File: src/rtl/instruction_buffer.sv
// Circular decoupling queue between 4-wide fetch/decode and dispatch.
// Optional sticky overflow/underflow flag enabled by defining IBUF_ERR_CHECK_EN.
module instruction_buffer #(
   parameter int DEPTH   = 8,
   parameter int ENTRY_W = 41
) (
   input  logic                        clk,
   input  logic                        rst_n,
   input  logic                        flush,
   input  logic [2:0]                  in_count,
   input  logic [4*ENTRY_W-1:0]        in_entry_flat,
   output logic [2:0]                  num_free,
   output logic [4*ENTRY_W-1:0]        out_entry_flat,
   output logic [3:0]                  out_valid,
   input  logic [2:0]                  deq_count,
   output logic [$clog2(DEPTH):0]      occupancy,
   output logic                        err
);

   localparam int PTR_W = $clog2(DEPTH);
   localparam int CNT_W = PTR_W + 1;

   logic [ENTRY_W-1:0] mem_q [DEPTH];
   logic [ENTRY_W-1:0] in_lane [4];

   logic [PTR_W-1:0] head_q, head_d;
   logic [PTR_W-1:0] tail_q, tail_d;
   logic [CNT_W-1:0] occ_q, occ_d;

   logic [2:0] in_clamp;
   logic [2:0] deq_clamp;
   logic [2:0] free_cnt;
   logic [2:0] avail_cnt;
   logic [2:0] enq_cnt;
   logic [2:0] deq_cnt;

   // Input lane 0 sits in the most significant slice of the flat bus.
   always_comb begin
      for (int j = 0; j < 4; j++) begin
         in_lane[j] = in_entry_flat[(3-j)*ENTRY_W +: ENTRY_W];
      end
   end

   // Free slots depend only on registered occupancy, keeping fetch loop-free.
   always_comb begin
      free_cnt = 3'd4;
      if (occ_q >= CNT_W'(DEPTH - 4)) begin
         free_cnt = 3'(DEPTH - int'(occ_q));
      end
   end

   always_comb begin
      avail_cnt = 3'd4;
      if (occ_q < CNT_W'(4)) begin
         avail_cnt = 3'(occ_q);
      end
   end

   always_comb begin
      in_clamp  = (in_count  > 3'd4) ? 3'd4 : in_count;
      deq_clamp = (deq_count > 3'd4) ? 3'd4 : deq_count;
      enq_cnt   = (in_clamp  > free_cnt)  ? free_cnt  : in_clamp;
      deq_cnt   = (deq_clamp > avail_cnt) ? avail_cnt : deq_clamp;
   end

   always_comb begin
      head_d = head_q;
      tail_d = tail_q;
      occ_d  = occ_q;
      if (flush) begin
         head_d = '0;
         tail_d = '0;
         occ_d  = '0;
      end else begin
         head_d = head_q + PTR_W'(deq_cnt);
         tail_d = tail_q + PTR_W'(enq_cnt);
         occ_d  = occ_q + CNT_W'(enq_cnt) - CNT_W'(deq_cnt);
      end
   end

   always_ff @(posedge clk or negedge rst_n) begin
      if (!rst_n) begin
         head_q <= '0;
         tail_q <= '0;
         occ_q  <= '0;
      end else begin
         head_q <= head_d;
         tail_q <= tail_d;
         occ_q  <= occ_d;
      end
   end

   // Storage has no reset; each slot picks whichever accepted lane maps onto it.
   generate
      for (genvar gi = 0; gi < DEPTH; gi++) begin : g_slot
         logic             wr_en;
         logic [ENTRY_W-1:0] wr_data;

         always_comb begin
            wr_en   = 1'b0;
            wr_data = mem_q[gi];
            for (int j = 0; j < 4; j++) begin
               if (!flush && (3'(j) < enq_cnt) &&
                   ((tail_q + PTR_W'(j)) == PTR_W'(gi))) begin
                  wr_en   = 1'b1;
                  wr_data = in_lane[j];
               end
            end
         end

         always_ff @(posedge clk) begin
            if (wr_en) begin
               mem_q[gi] <= wr_data;
            end
         end
      end
   endgenerate

   generate
      for (genvar gi = 0; gi < 4; gi++) begin : g_out
         logic [PTR_W-1:0] rd_idx;
         assign rd_idx = head_q + PTR_W'(gi);
         assign out_entry_flat[(3-gi)*ENTRY_W +: ENTRY_W] = mem_q[rd_idx];
         assign out_valid[3-gi] = (occ_q > CNT_W'(gi));
      end
   endgenerate

   assign num_free  = free_cnt;
   assign occupancy = occ_q;

`ifdef IBUF_ERR_CHECK_EN
   logic err_q, err_d;

   // Attempts are judged on clamped requests; a flush edge never raises the flag.
   always_comb begin
      err_d = err_q;
      if (!flush && ((in_clamp > free_cnt) || (deq_clamp > avail_cnt))) begin
         err_d = 1'b1;
      end
   end

   always_ff @(posedge clk or negedge rst_n) begin
      if (!rst_n) begin
         err_q <= 1'b0;
      end else begin
         err_q <= err_d;
      end
   end

   assign err = err_q;
`else
   assign err = 1'b0;
`endif

endmodule

File: config.mk
export PLATFORM = sky130hd
export DESIGN_NAME = instruction_buffer
export DESIGN_NICKNAME = d
export VERILOG_FILES = /design/src/rtl/instruction_buffer.sv
export SDC_FILE = /design/constraint.sdc
export NUM_CORES = 2
export LEC_CHECK = 0
export CORE_MARGIN = 1
export CORE_UTILIZATION = 40
export DETAILED_ROUTE_END_ITERATION = 8
export PLACE_DENSITY = 0.72
export RECOVER_POWER = 25
export SETUP_SLACK_MARGIN = 0.1
export SLEW_MARGIN = 15
export SYNTH_ARGS = -nofsm -noshare
export SYNTH_HDL_FRONTEND = slang
export SYNTH_SLANG_ARGS = --single-unit
File: constraint.sdc
create_clock -name clk -period 11.41 [get_ports clk]
set_input_delay 2.282 -clock clk [delete_from_list [all_inputs] [get_ports clk]]
set_output_delay 2.282 -clock clk [all_outputs]
set_load 0.01 [all_outputs]
# Yosys cells after proc, flatten, opt, wreduce, memory -nomap -nowiden
# Memory sizes are Yosys's and may differ from the RTL's.
# Index checks and enable logic that the tools add are counted.
[totals]
out_inout_bits = 176
rom_bits = 0
n_memories = 1
latchBits = 0
elab_cells = 219
ram_bits = 328
register_bits = 10
input_bits = 173
[classes]
mul = 0
n_div = 0
addsub = 11
n_reduce_logical = 53
n_mux = 101
shift = 0
n_eq_ne = 36
n_bitwise = 0
magnitude_cmp = 14
[memory_table]
columns = ["memory", "words", "word_bits", "rd", "rd_ports_with_merged_regs", "wr", "line_no", "rtl"]
rows = [
  ["mem_q", 8, 41, 4, 0, 4, "23", "logic [ENTRY_W-1:0] mem_q [DEPTH];"],
]
[ops]
columns = ["cell", "count"]
rows = [
  ["41-bit 2-to-1 mux", 36],
  ["41-bit OR reduction", 4],
  ["1-bit 2-to-1 mux", 52],
  ["3-bit == test (second input constant)", 16],
  ["1-bit logical AND", 36],
  ["3-bit 2-to-1 mux", 12],
  ["4-bit inequality test (second input constant)", 8],
  ["3-bit by 2-bit == test with 1-bit output (second input constant)", 8],
  ["2-bit AND reduction", 8],
  ["3-bit by 2-bit adder with 3-bit output (second input constant)", 4],
  ["3-bit by 1-bit == test with 1-bit output (second input constant)", 4],
  ["3-bit logical NOT", 4],
  ["4-bit by 1-bit > comparator with 1-bit output (second input constant)", 2],
  ["4-bit by 2-bit > comparator with 1-bit output (second input constant)", 2],
  ["3-bit by 1-bit adder with 3-bit output (second input constant)", 2],
  ["3-bit adder", 2],
  ["3-bit > comparator", 2],
  ["3-bit > comparator (second input constant)", 2],
  ["1-bit by 3-bit < comparator with 1-bit output (first input constant)", 2],
  ["2-bit by 3-bit < comparator with 1-bit output (first input constant)", 2],
  ["4-bit by 3-bit adder with 4-bit output", 1],
  ["4-bit by 3-bit greater-or-equal comparator with 1-bit output (second input constant)", 1],
  ["4-bit by 3-bit < comparator with 1-bit output (second input constant)", 1],
  ["4-bit 2-to-1 mux", 1],
  ["3 further kinds", 3],
]

# Depth between registers and ports, before layout
[logic_depth]
depth_word = 16
ltp_mapped = 18
depth_no_buf = 18

# Worst setup path after synthesis
# No wires, ideal clock.
[synth_path]
kind = "in2reg"
from = "input in_count[2]"
to = "memory mem_q[2][0] (enable)"
setup_slack_ns = 2.309
arrival_ns = 8.520
setup_time_ns = 0.582
required_time_ns = 10.828
stages = 10
path_buffers = 3
path_cell_list = "clkbuf_1 -> ha_1 -> a21oi_1 -> nand2_1 -> mux2_4 -> buf_6 -> buf_6 -> nor2_1 -> a21o_1 -> o311ai_0"
[synth_lines]
columns = ["element", "line_no", "rtl"]
rows = [
  ["start: declaration", "10", "input logic [2:0] in_count,"],
  ["end: declaration", "23", ""],
]

# Final worst setup path
[layout_path]
from = "register head_q[0]"
to = "output out_entry_flat[122]"
[layout_via]
elab_chain_cells = 2
[layout_rtl]
columns = ["element", "line_no", "rtl"]
rows = [
  ["start: declaration", "26", "logic [PTR_W-1:0] head_q, head_d;"],
  ["start signal: assignment", "83", "head_q <= '0;"],
  ["start signal: assignment", "87", "head_q <= head_d;"],
  ["3-bit by 1-bit adder with 3-bit output", "122", "assign rd_idx = head_q + PTR_W'(gi);"],
  ["memory read 8 x 41 bit", "-", ""],
  ["end: declaration", "13", "output logic [4*ENTRY_W-1:0] out_entry_flat,"],
]
# No other way between the ends.

==> results.py <==
metrics = {
    "run_status": {
        "status": "finished, violations left",
        "violations": "capacitance limit, slew limit",
    },
    "pwr": {
        "power_leakage_nw": 11.1,
        "switchingPower_w": 0.00432,
        "vdd_drop_max_v": 0.000173,
        "power_frac_clock_pct": 11.9,
        "power_density_mw_per_mm2": 326,
        "internal-power_w": 0.00599,
        "switching_share_pct": 41.9,
        "pwr-share-comb_pct": 64.0,
        "seqPwrFrac_pct": 24.1,
    },
    "run": {
        "drv_cap": 9,
    },
    "logic_synthesis": {
        "ys_seq_area_share_pct": 37.5,
        "synthTopCellsByArea": "edfxtp_1 37%, mux2_2 11%, mux4_2 10%",
        "synth.yosys.warnings": 0,
        "synth_edf_count": 328,
        "synth_top_area_share_pct": 36.5,
        "async_flop_share_pct": 2.96,
        "synth_flop_cell": "edfxtp_1",
        "synth_area_sq_mm": 0.0270,
        "yosysTopAreaCell": "edfxtp_1",
        "ys_types": 49,
        "synth-seq-cells": 338,
        "synth_fp_nets": 2918,
        "avgSynthCellArea_sq_um": 9.90,
        "syn_inst": 2722,
    },
    "cts": {
        "htree_num_levels": 2,
        "cts.sinks": 338,
        "cts_resized": 0,
        "numCtsBuffers": 39,
        "post_cts_buffers": 0,
        "cts_max_path_buffers": 3,
        "cts-root-buf": "clkbuf_16",
        "hold_buffers": 0,
        "cts_tree": "done",
        "clk_pin_slew_ps": 70,
        "clk_latency_ps": 570,
    },
    "cells_and_area": {
        "areaGrowthSynthToFinish_pct": 17.2,
        "final_cell_area_sq_mm": 0.0316,
        "drive_gt1_share_pct": 18.9,
        "fillers": 5930,
        "fin_nets": 2961,
        "utilization_pct": 47.7,
    },
    "place": {
        "postPlaceCellArea_sq_mm": 0.0304,
        "dpl_worst_slack_ps": 4600,
        "gp_congestion": 0.879,
        "io_buffers": 347,
        "dp_hpwl_um": 66700,
    },
    "timing": {
        "rsz0062_at_grt": "no",
        "tightest_slew_ps": 3520,
        "period_share_pct": 71.4,
        "setup_ws_ps": 3270,
        "fin_setup_tns_ps": 0,
        "fin_worst_skew_ps": 18.6,
        "relSlewSlack_pct": -135,
        "fin_hold_ws_ps": 774,
        "setup_violations": 0,
        "fmax_mhz": 123,
        "hold_viol_final": 0,
        "period_minus_slack_ps": 8140,
        "slew_violations": 369,
    },
    "drt": {
        "dr.first_iter.drc_count": 3768,
        "ant_nets": 0,
        "drc_errors": 0,
        "vias_per_cell": 6.86,
        "wl_per_cell_um": 30.0,
        "routed-via-count": 25100,
        "wl_um": 110000,
        "dr.pass1.iters": 8,
    },
    "grt": {
        "antenna_found_initial": 11,
        "grt_max_degree": 177,
        "grt_pass1_vias": 24000,
        "grt_pass1_wl_um": 157000,
        "grt_overflow": 0,
        "track_usage_pct": 31.1,
    },
    "die": {
        "rows": 94,
        "core_area_sq_mm": 0.0662,
        "die_h_um": 262,
        "io_pins": 349,
        "die_w_um": 262,
        "die-area_sq_mm": 0.0684,
        "initial_core_util_pct": 40.7,
    },
    "worst_setup_path": {
        "cp.required_ps": 9130,
        "start_kind": "flop",
        "crit_path_end_kind": "primary output",
        "worstSetupPathType": "flop to primary output",
        "arrival_ps": 5860,
        "cp_max_fo": 59,
    },
    "min_path": {
        "hold_class": "flop to flop",
    },
}
## worst max-delay path, cell delays in order, from the launching register on
cell	delay, ps
dfrtp_1	2270
inv_1	310
ha_4	510
inv_2	530
buf_4	550
mux4_2	590
clkdlybuf4s50_1	500
## area by class of cell
cell class / instances / area (sq um) / share of cell area, %
flip-flops and latches: 338 / 10100 / 32.0
clock inverters: 19 / 111 / 0.352
clock buffers: 49 / 1090 / 3.44
multi-input cells: 1948 / 15200 / 48.0
inverters: 29 / 115 / 0.364
diodes: 4 / 10.0 / 0.0317
well taps: 864 / 1080 / 3.42
repair buffers: 409 / 3930 / 12.4
## registers in the layout, indices dropped and copies added (netlist names)
| register | count |
|---|---|
| mem_q | 328 |
| occupancy | 4 |
| tail_q | 3 |
| head_q | 3 |
## through the flow
stage | instances | total power [W]
after floorplan | 2722 | 0.00620
after global placement | 3587 | 0.00885
after detailed placement | 3587 | 0.00895
after CTS | 3655 | 0.0102
after global routing | 3658 | 0.0107
final | 3660 | 0.0103
## routing by layer
| metal | GRT usage (%) | share of wire, % |
|---|---|---|
| met2 | 47.5 | 44 |
| met1 | 39.3 | 35 |
| met3 | 9.04 | 14 |
| met5 | 0 | 0.086 |
| met4 | 17.6 | 6.3 |
## cells in the mapped netlist (all sizes together), types with 2 or more instances
library cell,number
a211oi,2
a21o,8
a21oi,210
a31oi,163
and2,8
buf,176
clkbuf,231
dfrtp,10
edfxtp,328
fa,5
ha,18
inv,28
mux2,255
mux2i,205
mux4,123
nand2,422
nand2b,6
nand3,9
nor2,53
nor2b,10
o211ai,15
o21ai,87
o22a,2
o22ai,326
o311ai,3
or2,2
xnor2,6
xor2,2
## kinds of logic after synthesis
kind of cell | share of synthesized area [%]
AOI/OAI and AO/OA | 18.1
xor gates and xnor gates | 0.260
adders and majority gates | 1.21
buffers and inverters | 6.91
DFF | 37.5
muxes | 28.6
other | 0.0139
and+or+nand+nor | 7.46
## power by group through the flow
stage               Sequential [W]  Clock, W  Combinational (W)
floorplan                  0.00232         0            0.00388
global placement           0.00246         0            0.00639
detailed placement         0.00249         0            0.00646
CTS                        0.00247   0.00123            0.00649
global route               0.00254   0.00127            0.00691
finish                     0.00249   0.00123            0.00660
## final timing paths
check                      slack [ps]    startpoint             endpoint  depth (start not counted)
max in group asynchronous        8810         rst_n            head_q[2]                          1
min in group asynchronous        2160         rst_n            head_q[1]                          1
max reg2reg                      4750  occupancy[1]         mem_q[5][35]                         14
max                              3270     head_q[0]  out_entry_flat[122]                          6
min reg2reg                       770  occupancy[0]         occupancy[0]                          2
min                               770  occupancy[0]         occupancy[0]                          2
## cells in the final DEF, fill, tap and decap left out, drive strengths merged, types with 8 or more instances in the layout
cell	synthesis	routed
buf	176	52
mux2i	205	205
inv	28	28
a31oi	163	163
mux4	123	123
dlygate4sd3	0	15
dfrtp	10	10
ha	18	18
o211ai	15	15
nor2b	10	10
edfxtp	328	328
o21ai	87	87
clkdlybuf4s50	0	332
a21o	8	8
clkbuf	231	59
nand3	9	9
o22ai	326	326
clkinv	1	19
nor2	53	53
a21oi	210	210
nand2	422	422
and2	8	8
mux2	255	255
Power figures use the tool's default switching activity.
